==> src/rtl/pcileech_tlp_pkg.sv <==
// Shared TLP constants, completer FSM states and first-BE decode helpers
// for the single-DW memory-read completer.
package pcileech_tlp_pkg;

    // {fmt[2:0], type[4:0]}
    localparam logic [7:0] MRD32 = 8'b000_00000;
    localparam logic [7:0] MRD64 = 8'b001_00000;
    localparam logic [7:0] CPL   = 8'b000_01010;
    localparam logic [7:0] CPLD  = 8'b010_01010;

    localparam logic [2:0] CPL_SC = 3'b000;
    localparam logic [2:0] CPL_UR = 3'b001;

    typedef enum logic [2:0] {
        S_IDLE,
        S_HDR1,
        S_DRAIN,
        S_RD,
        S_WAIT,
        S_CPL0,
        S_CPL1
    } state_e;

    function automatic logic [11:0] be_to_bytecount(input logic [3:0] be);
        logic [11:0] bc;
        casez (be)
            4'b1??1:                     bc = 12'd4;
            4'b01?1, 4'b1?10:            bc = 12'd3;
            4'b0011, 4'b0110, 4'b1100:   bc = 12'd2;
            default:                     bc = 12'd1;
        endcase
        return bc;
    endfunction

    // Index of the lowest enabled byte; an all-zero BE reads as byte 0.
    function automatic logic [1:0] be_to_loaddr(input logic [3:0] be);
        logic [1:0] idx;
        if (be[0])      idx = 2'd0;
        else if (be[1]) idx = 2'd1;
        else if (be[2]) idx = 2'd2;
        else if (be[3]) idx = 2'd3;
        else            idx = 2'd0;
        return idx;
    endfunction

endpackage

==> src/rtl/pcileech_tlp_cpl_hdr.sv <==
// Combinational builder of the completion header DWs (CplD, or UR Cpl when ur=1)
// from the fields captured off the request.
module pcileech_tlp_cpl_hdr
    import pcileech_tlp_pkg::*;
(
    input  logic        ur,
    input  logic [2:0]  tc,
    input  logic [1:0]  attr,
    input  logic [15:0] completer_id,
    input  logic [15:0] requester_id,
    input  logic [7:0]  tag,
    input  logic [3:0]  first_be,
    input  logic [4:0]  addr_lo,
    output logic [31:0] dw0,
    output logic [31:0] dw1,
    output logic [31:0] dw2
);

    logic [7:0]  fmt_type;
    logic [2:0]  status;
    logic [9:0]  length;
    logic [11:0] byte_count;
    logic [6:0]  lower_addr;

    always_comb begin
        fmt_type   = ur ? CPL : CPLD;
        status     = ur ? CPL_UR : CPL_SC;
        length     = ur ? 10'd0 : 10'd1;
        byte_count = ur ? 12'd4 : be_to_bytecount(first_be);
        lower_addr = ur ? {addr_lo, 2'b00} : {addr_lo, be_to_loaddr(first_be)};

        dw0 = {fmt_type, 1'b0, tc, 6'b0, attr, 2'b0, length};
        dw1 = {completer_id, status, 1'b0, byte_count};
        dw2 = {requester_id, tag, 1'b0, lower_addr};
    end

endmodule

==> src/rtl/pcileech_tlp_cpl_tx.sv <==
// Single-DW MRd32/MRd64 completer on the 64-bit AXI-S TLP interface.
// Define PCILEECH_CPL_UR_EN to answer MRd with length != 1 by an Unsupported Request Cpl.
module pcileech_tlp_cpl_tx
    import pcileech_tlp_pkg::*;
#(
    parameter int ADDR_W = 10,
    parameter int RD_LAT = 1
) (
    input  logic              clk_pcie,
    input  logic              rst_n,
    input  logic [63:0]       rx_data,
    input  logic [7:0]        rx_keep,
    input  logic              rx_last,
    input  logic              rx_valid,
    output logic              rx_ready,
    output logic [63:0]       tx_data,
    output logic [7:0]        tx_keep,
    output logic              tx_last,
    output logic              tx_valid,
    input  logic              tx_ready,
    input  logic [15:0]       cfg_completer_id,
    output logic              rd_en,
    output logic [ADDR_W-1:0] rd_addr,
    input  logic [31:0]       rd_data,
    output logic [15:0]       stat_cpl_cnt
);

    localparam logic [1:0] LAT_INIT = 2'(RD_LAT - 1);

    state_e              state_q, state_d;
    logic                ur_q, ur_d;
    logic                is64_q, is64_d;
    logic [2:0]          tc_q, tc_d;
    logic [1:0]          attr_q, attr_d;
    logic [15:0]         req_id_q, req_id_d;
    logic [7:0]          tag_q, tag_d;
    logic [3:0]          be_q, be_d;
    logic [ADDR_W-1:0]   addr_q, addr_d;
    logic [4:0]          addr_lo_q, addr_lo_d;
    logic [31:0]         rdata_q, rdata_d;
    logic [1:0]          lat_q, lat_d;
    logic [63:0]         tx_data_q, tx_data_d;
    logic [7:0]          tx_keep_q, tx_keep_d;
    logic                tx_last_q, tx_last_d;
    logic                tx_valid_q, tx_valid_d;
    logic [15:0]         cpl_cnt_q, cpl_cnt_d;

    logic                rx_accept;
    logic                is_mrd;
    logic                load_beat0;
    logic [31:0]         req_addr;
    logic [31:0]         hdr_dw0, hdr_dw1, hdr_dw2;
    logic                unused_rx;

    assign unused_rx = ^{rx_keep, rx_data};

    assign rx_ready     = (state_q == S_IDLE) || (state_q == S_HDR1) || (state_q == S_DRAIN);
    assign rx_accept    = rx_valid & rx_ready;
    assign is_mrd       = (rx_data[31:24] == MRD32) || (rx_data[31:24] == MRD64);
    assign req_addr     = is64_q ? rx_data[63:32] : rx_data[31:0];
    assign rd_en        = (state_q == S_RD);
    assign rd_addr      = addr_q;
    assign tx_data      = tx_data_q;
    assign tx_keep      = tx_keep_q;
    assign tx_last      = tx_last_q;
    assign tx_valid     = tx_valid_q;
    assign stat_cpl_cnt = cpl_cnt_q;

    pcileech_tlp_cpl_hdr u_hdr (
        .ur           (ur_q),
        .tc           (tc_q),
        .attr         (attr_q),
        .completer_id (cfg_completer_id),
        .requester_id (req_id_q),
        .tag          (tag_q),
        .first_be     (be_q),
        .addr_lo      (addr_lo_q),
        .dw0          (hdr_dw0),
        .dw1          (hdr_dw1),
        .dw2          (hdr_dw2)
    );

    always_comb begin
        state_d    = state_q;
        ur_d       = ur_q;
        is64_d     = is64_q;
        tc_d       = tc_q;
        attr_d     = attr_q;
        req_id_d   = req_id_q;
        tag_d      = tag_q;
        be_d       = be_q;
        addr_d     = addr_q;
        addr_lo_d  = addr_lo_q;
        rdata_d    = rdata_q;
        lat_d      = lat_q;
        tx_data_d  = tx_data_q;
        tx_keep_d  = tx_keep_q;
        tx_last_d  = tx_last_q;
        tx_valid_d = tx_valid_q;
        cpl_cnt_d  = cpl_cnt_q;
        load_beat0 = 1'b0;

        case (state_q)
            S_IDLE: begin
                if (rx_accept) begin
                    tc_d     = rx_data[22:20];
                    attr_d   = rx_data[13:12];
                    req_id_d = rx_data[63:48];
                    tag_d    = rx_data[47:40];
                    be_d     = rx_data[35:32];
                    is64_d   = rx_data[29];
                    ur_d     = 1'b0;
                    if (rx_last)
                        state_d = S_IDLE;
                    else if (is_mrd && rx_data[9:0] == 10'd1)
                        state_d = S_HDR1;
`ifdef PCILEECH_CPL_UR_EN
                    else if (is_mrd) begin
                        state_d = S_HDR1;
                        ur_d    = 1'b1;
                    end
`endif
                    else
                        state_d = S_DRAIN;
                end
            end
            S_HDR1: begin
                if (rx_accept) begin
                    addr_d    = req_addr[ADDR_W+1:2];
                    addr_lo_d = req_addr[6:2];
                    if (!rx_last)
                        state_d = S_DRAIN;
                    else if (ur_q)
                        load_beat0 = 1'b1;
                    else
                        state_d = S_RD;
                end
            end
            S_DRAIN: begin
                // A UR request still owes its Cpl once the TLP is fully consumed.
                if (rx_accept && rx_last) begin
                    if (ur_q)
                        load_beat0 = 1'b1;
                    else
                        state_d = S_IDLE;
                end
            end
            S_RD: begin
                lat_d   = LAT_INIT;
                state_d = S_WAIT;
            end
            S_WAIT: begin
                if (lat_q == 2'd0) begin
                    rdata_d    = rd_data;
                    load_beat0 = 1'b1;
                end else begin
                    lat_d = lat_q - 2'd1;
                end
            end
            S_CPL0: begin
                if (tx_ready) begin
                    tx_data_d = ur_q ? {32'h0, hdr_dw2} : {rdata_q, hdr_dw2};
                    tx_keep_d = ur_q ? 8'h0F : 8'hFF;
                    tx_last_d = 1'b1;
                    state_d   = S_CPL1;
                end
            end
            S_CPL1: begin
                if (tx_ready) begin
                    tx_valid_d = 1'b0;
                    tx_last_d  = 1'b0;
                    cpl_cnt_d  = cpl_cnt_q + 16'd1;
                    state_d    = S_IDLE;
                end
            end
            default: state_d = S_IDLE;
        endcase

        if (load_beat0) begin
            tx_data_d  = {hdr_dw1, hdr_dw0};
            tx_keep_d  = 8'hFF;
            tx_last_d  = 1'b0;
            tx_valid_d = 1'b1;
            state_d    = S_CPL0;
        end
    end

    always_ff @(posedge clk_pcie or negedge rst_n) begin
        if (!rst_n) begin
            state_q    <= S_IDLE;
            ur_q       <= 1'b0;
            is64_q     <= 1'b0;
            tc_q       <= '0;
            attr_q     <= '0;
            req_id_q   <= '0;
            tag_q      <= '0;
            be_q       <= '0;
            addr_q     <= '0;
            addr_lo_q  <= '0;
            rdata_q    <= '0;
            lat_q      <= '0;
            tx_data_q  <= '0;
            tx_keep_q  <= '0;
            tx_last_q  <= 1'b0;
            tx_valid_q <= 1'b0;
            cpl_cnt_q  <= '0;
        end else begin
            state_q    <= state_d;
            ur_q       <= ur_d;
            is64_q     <= is64_d;
            tc_q       <= tc_d;
            attr_q     <= attr_d;
            req_id_q   <= req_id_d;
            tag_q      <= tag_d;
            be_q       <= be_d;
            addr_q     <= addr_d;
            addr_lo_q  <= addr_lo_d;
            rdata_q    <= rdata_d;
            lat_q      <= lat_d;
            tx_data_q  <= tx_data_d;
            tx_keep_q  <= tx_keep_d;
            tx_last_q  <= tx_last_d;
            tx_valid_q <= tx_valid_d;
            cpl_cnt_q  <= cpl_cnt_d;
        end
    end

endmodule
==> config.mk <==
export PLATFORM = sky130hd
export DESIGN_NAME = pcileech_tlp_cpl_tx
export DESIGN_NICKNAME = d
export VERILOG_FILES = /design/src/rtl/pcileech_tlp_pkg.sv /design/src/rtl/pcileech_tlp_cpl_hdr.sv /design/src/rtl/pcileech_tlp_cpl_tx.sv
export SDC_FILE = /design/constraint.sdc
export NUM_CORES = 1
export LEC_CHECK = 0
export CORE_MARGIN = 2
export CORE_UTILIZATION = 45
export CTS_BUF_LIST = sky130_fd_sc_hd__clkbuf_4 sky130_fd_sc_hd__clkbuf_8
export DETAILED_ROUTE_END_ITERATION = 10
export GPL_ROUTABILITY_DRIVEN = 0
export PLACE_DENSITY = 0.87
export SETUP_SLACK_MARGIN = 0.05
export SYNTH_ARGS = -nofsm -noshare
export SYNTH_HDL_FRONTEND = slang
export SYNTH_HIERARCHICAL = 1
export SYNTH_SLANG_ARGS = --single-unit
==> constraint.sdc <==
create_clock -name clk_pcie -period 2.1 [get_ports clk_pcie]
set_clock_uncertainty 0.1 [all_clocks]
set_input_delay 0.525 -clock clk_pcie [delete_from_list [all_inputs] [get_ports clk_pcie]]
set_output_delay 0.525 -clock clk_pcie [all_outputs]
set_load 0.05 [all_outputs]
==> impl_results.md, run 1 <==
- Mapped Area: 7790 um2
- Routed WL: 18,000 um
- CP Capture Type: output port
- Vias/cell: 4.87
- Mapped Cells: 815
- Non-Filler Instances: 1,223
- Initial Utilization: 45.5%
- Clock Pin Slew Worst Setup and Hold Paths: 90 ps
- Most frequent cells after synthesis: 206 x nand2_1, 164 x dfrtp_1, 99 x buf_4, 84 x nor2_1, 65 x a31oi_1
- Finished Core Util: 59.0%
- Latest clock arrival within the worst-skew pair: 440 ps
- Detailed placer's ending HPWL: 12,700 um
- Bufs and invs on worst path: 2
- Slew @ Worst Pin: 606 ps
- Row cnt: 48
- Gr usage total: 19.7%
- Drt first pass iters: 4
- Worst R2R Setup Slack: 130 ps
- Placed Cells: 1,187
- # diodes: 0
- Post-synth EDFFs: 0
- Gr ovfl total: 0
- Most common cell in the synthesized netlist: nand2_1
- Clock share of power: 13.7%
- Largest net degree at the start of global routing: 46
- Area growth syn-to-layout: 29.7%
- Top FF cell, synth: dfrtp_1
- Crit Path Class: reg2out
- Port Buffer Count: 211
- Worst Path Required: 1470 ps
- Core box area: 17,100 um2
- Fin. max-slew vios: 0
- # clock sinks: 164
- CP peak stage delay: 430 ps
- Hold Path Sink: rdata_q[21]
- Combinational Power Share: 53.3%
- Worst Hold Slack: 367 ps
- First-pass GRT wire length: 28,600 um
- Cell Chain, Critical Path: buf_4 -> a21oi_4 -> buf_12
- CTS tree: built
- Max VDD drop: 0.908 mV
- CP Data Arrival Time: 1360 ps
- Reg2Reg Capture Point: state_q[0]
- Fraction of layout cells with a size suffix above 1: 22.1%
- Avg Inst Size Synth: 9.56 um2
- Async S/R FF share, synth: 100%
- Yosys reg bits: 164
- Initial antenna violation count: 0
- Hold Path Cell Cnt: 2
- DR iter-0 viols: 241
- CP max FO: 6
- RSZ-0062 raised after global routing: true
- Hold/Removal Path Class: reg2reg
- # H-tree levels: 4
- Root Buffer: clkbuf_8
- Nets: 1,113
- Final setup viols: 0
- Sw power: 7.63 mW
- PwrDens: 1630 nW/um2
- Final instance area: 10,100 um2
- Slew HR: 59.6%
- FF-to-FF Start: lat_q[0]
- Synth warn: 6
- Period utilization: 94.3%
- Vias in the first global route: 5,873
- Width of the die: 136 um
- Status: finished clean
- Synth top area share: 52.7%
- Die height: 136 um
- Routed Antenna Nets: 0
- Cell Int Power: 8.87 mW
- Register area share after synthesis: 52.7%
- Worst Setup Start Kind: register
- Detailed-route via count: 5,952
- Placed inst area: 9670 um2
- Hold_sp: rdata_q[21]
- Total chip power: 16.5 mW
- CTS buffer count: 17
- Cells on worst reg2reg path: 6
- I/O pin count: 227
- Count of cell types in the netlist: 53
- Synth area leader: dfrtp_1
- Die area: 18,400 um2
- Largest cells by area after synthesis: dfrtp_1 53%, nand2_1 9.9%, buf_4 9.5%
- Critical Path Slowest Stage Cell: dfrtp_2
- Period minus WS final: 1980 ps
- Wire length per cell: 14.7 um
- Max-cap violations: 0
- DRC violations left: 0
- Achievable Freq: 505 MHz
- Switching share of power: 46.2%
- CTS Buffer Depth: 2
- Final Hold Vio Count: 0
- Cell family contributing the most delay on the critical path: flip-flops
- Part of the power in registers: 33.0%
- LEAKAGE: 4.55 nW
-- through the flow --
stage | worst slack [ps] | setup TNS [ps]
2_1_floorplan | 134 | 0
3_3_place_gp | -290 | -11470
3_5_place_dp | -289 | -15120
4_1_cts | 72.0 | 0
5_1_grt | 44.0 | 0
6_report | 119 | 0
-- registers in the layout, indices dropped and copies added, names as in the netlist --
signal,count
tx_data,64
rdata_q,32
req_id_q,16
stat_cpl_cnt,16
rd_addr,10
tag_q,8
be_q,4
state_q,3
tc_q,3
attr_q,2
lat_q,2
is64_q,1
tx_keep,1
tx_last,1
tx_valid,1
-- how the worst max path moves through the flow --
stage,startpoint,to,slack (ps),cells after the start
CTS,state_q[0],rx_ready,70,3
finish,state_q[2],rx_ready,120,3
floorplan,rx_data[25],state_q[1],130,3
global placement,rx_data[25],state_q[1],-290,4
detailed placement,rx_data[25],state_q[1],-290,4
global route,state_q[2],rd_en,40,3
-- repair_timing --
action,CTS,global route
gates resized for setup,12,0
gates cloned,0,0
hold buffers,1,0
endpoints found under the setup margin,9,2
pin swaps,0,1
buffers inserted,4,0
hold endpoints to repair,41,0
-- logic make-up (layout without fill, tap and decap cells) --
group                      count (synthesis)  after routing  synth area share, %
xor gates and xnor gates                  15             15                 1.69
other                                      3             43                0.145
adders and majority gates                  2              2                0.321
DFF                                      164            164                 52.7
AOI/OAI and AO/OA                        100            100                 8.21
and+or+nand+nor                          338            338                 18.4
muxes                                     44             44                 6.20
buffers and inverters                    149            292                 12.4
-- cell type report --
cell class,instances,area [um2]
clock buffers,19,255
clock inverters,12,133
fillers,1429,7020
inverters,7,26.3
multi-input cells,542,2920
flip-flops and latches,164,4110
well taps,225,282
repair buffers,254,2380
-- worst reg2reg max path, cell delays in order, from the launching register on --
cell      delay (ps)
dfrtp_1          400
inv_1             60
ha_1             230
nor2b_1          170
o311ai_1         380
nand3_1          130
o32a_2           390
-- routing by layer --
layer  up-vias  share of wire [%]  global-route usage [%]
li1       2911                  -                       -
met5         -                  0                       0
met1      2848                 41                    23.7
met3        17                7.5                    6.43
met4         0                1.3                    5.67
met2       176                 50                    33.8
-- power by group through the flow --
stage	Combinational, mW	Clock (mW)	Sequential (mW)
finish	8.80	2.26	5.45
CTS	8.86	2.35	5.45
floorplan	3.89	0	7.93
global placement	8.52	0	5.50
detailed placement	8.75	0	5.57
global route	9.47	2.49	5.61
-- placed cells by master (no fill, tap or decap), types with 4 or more instances in the layout --
cell type / n
a21oi_1: 14
a31oi_1: 65
buf_12: 15
buf_4: 122
clkbuf_8: 18
clkdlybuf4s50_1: 108
clkinvlp_4: 6
conb_1: 43
dfrtp_1: 161
dlygate4sd2_1: 7
inv_1: 7
mux2_2: 32
mux2i_1: 10
nand2_1: 206
nand2b_1: 4
nand3_1: 6
nand4_1: 5
nor2_1: 83
nor2b_1: 4
nor3_1: 4
o21ai_0: 5
xnor2_1: 13
Power figures use the tool's default switching activity.
==> run 2: changes to the inputs <==
- CELL_PAD_IN_SITES_DETAIL_PLACEMENT: unset -> 0
- CELL_PAD_IN_SITES_GLOBAL_PLACEMENT: unset -> 1
- CORE_UTILIZATION: 45 -> 37
- PLACE_DENSITY: 0.87 -> 0.94
==> impl_results.md, run 2 (synthesis results as in run 1) <==
- DR iter-0 viols: 227 (was 241)
- Detailed-route via count: 5,899 (was 5,952)
- Routed Antenna Nets: 0 (unchanged)
- Gr ovfl total: 0 (unchanged)
- Fraction of layout cells with a size suffix above 1: 22.2% (was 22.1%)
- Slew @ Worst Pin: 595 ps (was 606 ps)
- DRC violations left: 0 (unchanged)
- Most used cell, CP: buf_4
- Max-cap violations: 0 (unchanged)
- CP Data Arrival Time: 2250 ps (was 1360 ps)
- CP max FO: 9 (was 6)
- Worst Path Required: 2380 ps (was 1470 ps)
- Initial Utilization: 37.4% (was 45.5%)
- # clock sinks: 164 (unchanged)
- Finished Core Util: 49.0% (was 59.0%)
- Cell family contributing the most delay on the critical path: simple AND/OR/NAND/NOR gates (was flip-flops)
- Crit path depth: 6 (was 3)
- Latest clock arrival within the worst-skew pair: 440 ps (about the same)
- Hold Path Cell Cnt: 2 (unchanged)
- RSZ-0062 raised after global routing: true (unchanged)
- CP peak stage delay: 460 ps (was 430 ps)
- Final setup viols: 0 (unchanged)
- Commonest cells after routing, fill and taps aside: 206 x nand2_1, 161 x dfrtp_1, 124 x buf_4 (was 206 x nand2_1, 161 x dfrtp_1, 122 x buf_4)
- First-pass GRT wire length: 29,400 um (was 28,600 um)
- Worst Setup Start Kind: register (unchanged)
- Achievable Freq: 509 MHz (was 505 MHz)
- Gr usage total: 16.6% (was 19.7%)
- Slew HR: 60.4% (was 59.6%)
- Vias/cell: 4.62 (was 4.87)
- Drt first pass iters: 5 (was 4)
- Hold_sp: rdata_q[1] (was rdata_q[21])
- Crit Path Class: reg2reg (was reg2out)
- Die height: 149 um (was 136 um)
- # diodes: 0 (unchanged)
- PwrDens: 1620 nW/um2 (was 1630 nW/um2)
- CTS tree: built (unchanged)
- Final worst slack: 134 ps (was 119 ps)
- FF-to-FF Start: state_q[1] (was lat_q[0])
- Largest net degree at the start of global routing: 54 (was 46)
- Nets: 1,118 (was 1,113)
- Period minus WS final: 1970 ps (was 1980 ps)
- Row cnt: 53 (was 48)
- CTS buffer count: 17 (unchanged)
- Width of the die: 149 um (was 136 um)
- Area growth syn-to-layout: 31.0% (was 29.7%)
- Fillers: 1,944 (was 1,429)
- Clock Pin Slew Worst Setup and Hold Paths: 90 ps (about the same)
- Bufs and invs on worst path: 2 (unchanged)
- Hold/Removal Path Class: reg2reg (unchanged)
- Dpl ws: -315 ps (was -289 ps)
- CP Launch Point: state_q[1] (was state_q[2])
- Die area: 22,200 um2 (was 18,400 um2)
- Detailed placer's ending HPWL: 12,700 um (about the same)
- Placed inst area: 9730 um2 (was 9670 um2)
- # H-tree levels: 4 (unchanged)
- CP Capture Type: register (was output port)
- Fin. max-slew vios: 0 (unchanged)
- Vias in the first global route: 5,836 (was 5,873)
- Max VDD drop: 0.725 mV (was 0.908 mV)
- Root Buffer: clkbuf_8 (unchanged)
- Routed WL: 18,100 um (was 18,000 um)
- Cells on worst reg2reg path: 6 (unchanged)
- Critical Path Slowest Stage Cell: or4b_1 (was dfrtp_2)
- Wire length per cell: 14.1 um (was 14.7 um)
- CTS Buffer Depth: 2 (unchanged)
- Commonest non-fill, non-tap cell in the layout: nand2_1 (unchanged)
- Total chip power: 16.5 mW (about the same)
- Final Hold Vio Count: 0 (unchanged)
- Max reg flops: 64 (unchanged)
- Status: finished clean (unchanged)
- Final instance area: 10,200 um2 (was 10,100 um2)
- Port Buffer Count: 211 (unchanged)
- I/O pin count: 227 (unchanged)
- LEAKAGE: 4.59 nW (was 4.55 nW)
- Initial antenna violation count: 0 (unchanged)
- Period utilization: 93.6% (was 94.3%)
- Cell Chain, Critical Path: buf_4 -> buf_4 -> nor4_1 -> or4b_1 -> nor2_1 -> o32a_2 (was buf_4 -> a21oi_4 -> buf_12)
- Core box area: 20,800 um2 (was 17,100 um2)
-- run 2: changes by cell type in the layout (fill, tap and decap cells not counted), moves of 2 or more --
cell           change
buf_4              +2
dlygate4sd2_1      +3
clkinvlp_4         -2
inv_6              +2
-- run 2: layer usage --
metal / routed length, um / share of wire [%] / global-route usage, %
met5: 0 / 0 / 0
met3: 1440 / 8.0 / 5.41
met1: 7800 / 43 / 21.1
met4: 204 / 1.1 / 4.71
met2: 8610 / 48 / 27.3
-- run 2: repair_timing --
action                                  in CTS  in global routing
hold buffers                                 1                  0
resized for setup                           15                  1
endpoints found under the setup margin      12                  7
pin swaps                                    0                  1
hold endpoints to repair                    28                  0
buffers inserted                             6                  3
-- run 2: worst min-delay path: cells and delay by family, from the launching register on --
kind | cells | cell delay [ps]
flip-flops | 1 | 330
AND/OR/NAND/NOR | 2 | 110
-- run 2: final cells by class --
| class | instances | area, um2 | area share, % |
|---|---|---|---|
| flip-flops and latches | 164 | 4110 | 40.3 |
| multi-input cells | 542 | 2920 | 28.6 |
| repair buffers | 259 | 2410 | 23.6 |
| well taps | 275 | 344 | 3.37 |
| clock buffers | 18 | 248 | 2.43 |
| clock inverters | 13 | 150 | 1.47 |
| inverters | 7 | 26.3 | 0.257 |
-- run 2: final timing paths --
kind,to,slack (ps)
setup / recovery,state_q[0],130
hold / removal,rdata_q[1],370
setup reg to reg,state_q[0],130
hold reg to reg,rdata_q[1],370
max in group asynchronous,rdata_q[25],850
min in group asynchronous,tx_data[16],430
-- run 2: power breakdown --
group	leakage (nW)	internal, mW	switching, mW
combinational	2.46	3.18	5.59
sequential	1.93	4.62	0.805
clock	0.190	1.10	1.22
-- run 2: stage by stage --
step                hold slack, ps  TNS, ps  cells
finish                         367        0   1278
global route                   385        0   1278
CTS                            372    -23.5   1276
detailed placement             338   -15140   1238
global placement               339   -12240   1238
floorplan                      129        0    855
==> run 3: changes to the inputs <==
- CORE_ASPECT_RATIO: unset -> 1.5
==> impl_results.md, run 3 (synthesis results as in run 1) <==
- Final setup viols: 0 (unchanged)
- DR iter-0 viols: 181 (was 227)
- Final worst slack: 109 ps (was 134 ps)
- CTS buffer count: 17 (unchanged)
- Wire length per cell: 14.5 um (was 14.1 um)
- CP Data Arrival Time: 1370 ps (was 2250 ps)
- Commonest cells after routing, fill and taps aside: 206 x nand2_1, 161 x dfrtp_1, 131 x buf_4 (was 206 x nand2_1, 161 x dfrtp_1, 124 x buf_4)
- CP Capture Type: output port (was register)
- Achievable Freq: 502 MHz (was 509 MHz)
- Drt first pass iters: 4 (was 5)
- Clock Pin Slew Worst Setup and Hold Paths: 90 ps (about the same)
- Final Hold Vio Count: 0 (unchanged)
- I/O pin count: 227 (unchanged)
- Worst Path Required: 1470 ps (was 2380 ps)
- Critical Path Slowest Stage Cell: dfrtp_2 (was or4b_1)
- Combinational Power Share: 53.6% (was 53.1%)
- Routed Antenna Nets: 0 (unchanged)
- Max reg flops: 64 (unchanged)
- Routed WL: 18,600 um (was 18,100 um)
- Bufs and invs on worst path: 2 (unchanged)
- Vias/cell: 4.77 (was 4.62)
- Dpl ws: -325 ps (was -315 ps)
- Max VDD drop: 0.958 mV (was 0.725 mV)
- Die height: 182 um (was 149 um)
- First-pass GRT wire length: 30,000 um (was 29,400 um)
- Finished Core Util: 49.3% (was 49.0%)
- Cell Int Power: 9.08 mW (was 8.90 mW)
- Hold/Removal Path Class: reg2reg (unchanged)
- Area growth syn-to-layout: 31.8% (was 31.0%)
- # diodes: 0 (unchanged)
- Initial Utilization: 37.4% (about the same)
- Detailed placer's ending HPWL: 13,400 um (was 12,700 um)
- CP peak stage delay: 460 ps (about the same)
- Max-cap violations: 0 (unchanged)
- Status: finished clean (unchanged)
- # H-tree levels: 4 (unchanged)
- Slew HR: 62.3% (was 60.4%)
- Vias in the first global route: 6,016 (was 5,836)
- LEAKAGE: 4.64 nW (was 4.59 nW)
- Die area: 22,300 um2 (was 22,200 um2)
- Crit Path Class: reg2out (was reg2reg)
- Root Buffer: clkbuf_8 (unchanged)
- Switching share of power: 45.8% (was 46.1%)
- Part of the power in registers: 32.5% (was 32.8%)
- Row cnt: 65 (was 53)
- CP max FO: 5 (was 9)
- PwrDens: 1630 nW/um2 (was 1620 nW/um2)
- Latest clock arrival within the worst-skew pair: 450 ps (was 440 ps)
- Width of the die: 122 um (was 149 um)
- Final instance area: 10,300 um2 (was 10,200 um2)
- Gr ovfl total: 0 (unchanged)
- CTS Buffer Depth: 2 (unchanged)
- Commonest non-fill, non-tap cell in the layout: nand2_1 (unchanged)
- Nets: 1,123 (was 1,118)
- Sw power: 7.68 mW (was 7.61 mW)
- Period minus WS final: 1990 ps (was 1970 ps)
- Period utilization: 94.8% (was 93.6%)
- Fin. max-slew vios: 0 (unchanged)
- Core box area: 20,800 um2 (about the same)
- DRC violations left: 0 (unchanged)
- # clock sinks: 164 (unchanged)
- Initial antenna violation count: 1 (was 0)
- Slew @ Worst Pin: 566 ps (was 595 ps)
- Gr usage total: 17.3% (was 16.6%)
- RSZ-0062 raised after global routing: true (unchanged)
- CTS tree: built (unchanged)
- Largest net degree at the start of global routing: 59 (was 54)
- Placed inst area: 9740 um2 (was 9730 um2)
- Fraction of layout cells with a size suffix above 1: 23.6% (was 22.2%)
- Detailed-route via count: 6,095 (was 5,899)
- Worst Setup Start Kind: register (unchanged)
- Fillers: 1,944 (unchanged)
- Worst Hold Slack: 369 ps (was 367 ps)
- Cell Chain, Critical Path: buf_6 -> a21oi_4 -> buf_12 (was buf_4 -> buf_4 -> nor4_1 -> or4b_1 -> nor2_1 -> o32a_2)
- Cell family contributing the most delay on the critical path: flip-flops (was simple AND/OR/NAND/NOR gates)
- Clock share of power: 13.9% (was 14.1%)
- Placed Cells: 1,235 (was 1,238)
- Port Buffer Count: 211 (unchanged)
- Non-Filler Instances: 1,277 (was 1,278)
[run 3: power groups by stage]
stage | Sequential (mW) | Combinational [mW] | Clock [mW]
final | 5.44 | 8.99 | 2.33
after global routing | 5.64 | 9.75 | 2.53
after CTS | 5.44 | 8.97 | 2.43
after detailed placement | 5.55 | 8.84 | 0
after global placement | 5.50 | 8.68 | 0
after floorplan | 7.93 | 3.89 | 0
[run 3: routing by layer]
| metal | track usage, % | routed length, um |
|---|---|---|
| met1 | 19.6 | 7160 |
| met5 | 0 | 9 |
| met3 | 4.08 | 821 |
| met4 | 8.00 | 636 |
| met2 | 30.4 | 9940 |
[run 3: path summary, 6_finish.rpt]
kind / startpoint / endpoint / slack [ps] / depth (start not counted)
setup / recovery: state_q[1] / rx_ready / 110 / 3
min in group asynchronous: rst_n / stat_cpl_cnt[3] / 460 / 2
hold / removal: rdata_q[12] / rdata_q[12] / 370 / 2
hold reg to reg: rdata_q[12] / rdata_q[12] / 370 / 2
max in group asynchronous: rst_n / req_id_q[2] / 800 / 3
setup reg to reg: state_q[1] / req_id_q[9] / 110 / 5
[run 3: cell type report]
class	instances	area, um2	share of cell area [%]
inverters	7	26.3	0.256
multi-input cells	542	2950	28.7
clock buffers	21	277	2.69
well taps	268	335	3.27
flip-flops and latches	164	4110	40.0
repair buffers	264	2450	23.8
clock inverters	11	125	1.22
[run 3: repair_timing]
item                                    4_1_cts  5_1_grt
setup buffers                                 6        3
endpoints found under the setup margin        9       66
hold buffers                                  1        0
pin swaps                                     1        1
resized for setup                            13        7
cloned                                        0        1
endpoints found under the hold margin        35        0
[run 3: through the flow]
stage,total power [mW],setup TNS (ps)
after floorplan,11.8,0
after global routing,17.9,0
after global placement,14.2,-18920
after CTS,16.8,0
after detailed placement,14.4,-20480
final,16.8,0
[run 3: tightest hold or removal path, delay by kind of cell, from the launching register on]
family,cells,cell delay (ps)
flops,1,330
simple gates,2,110
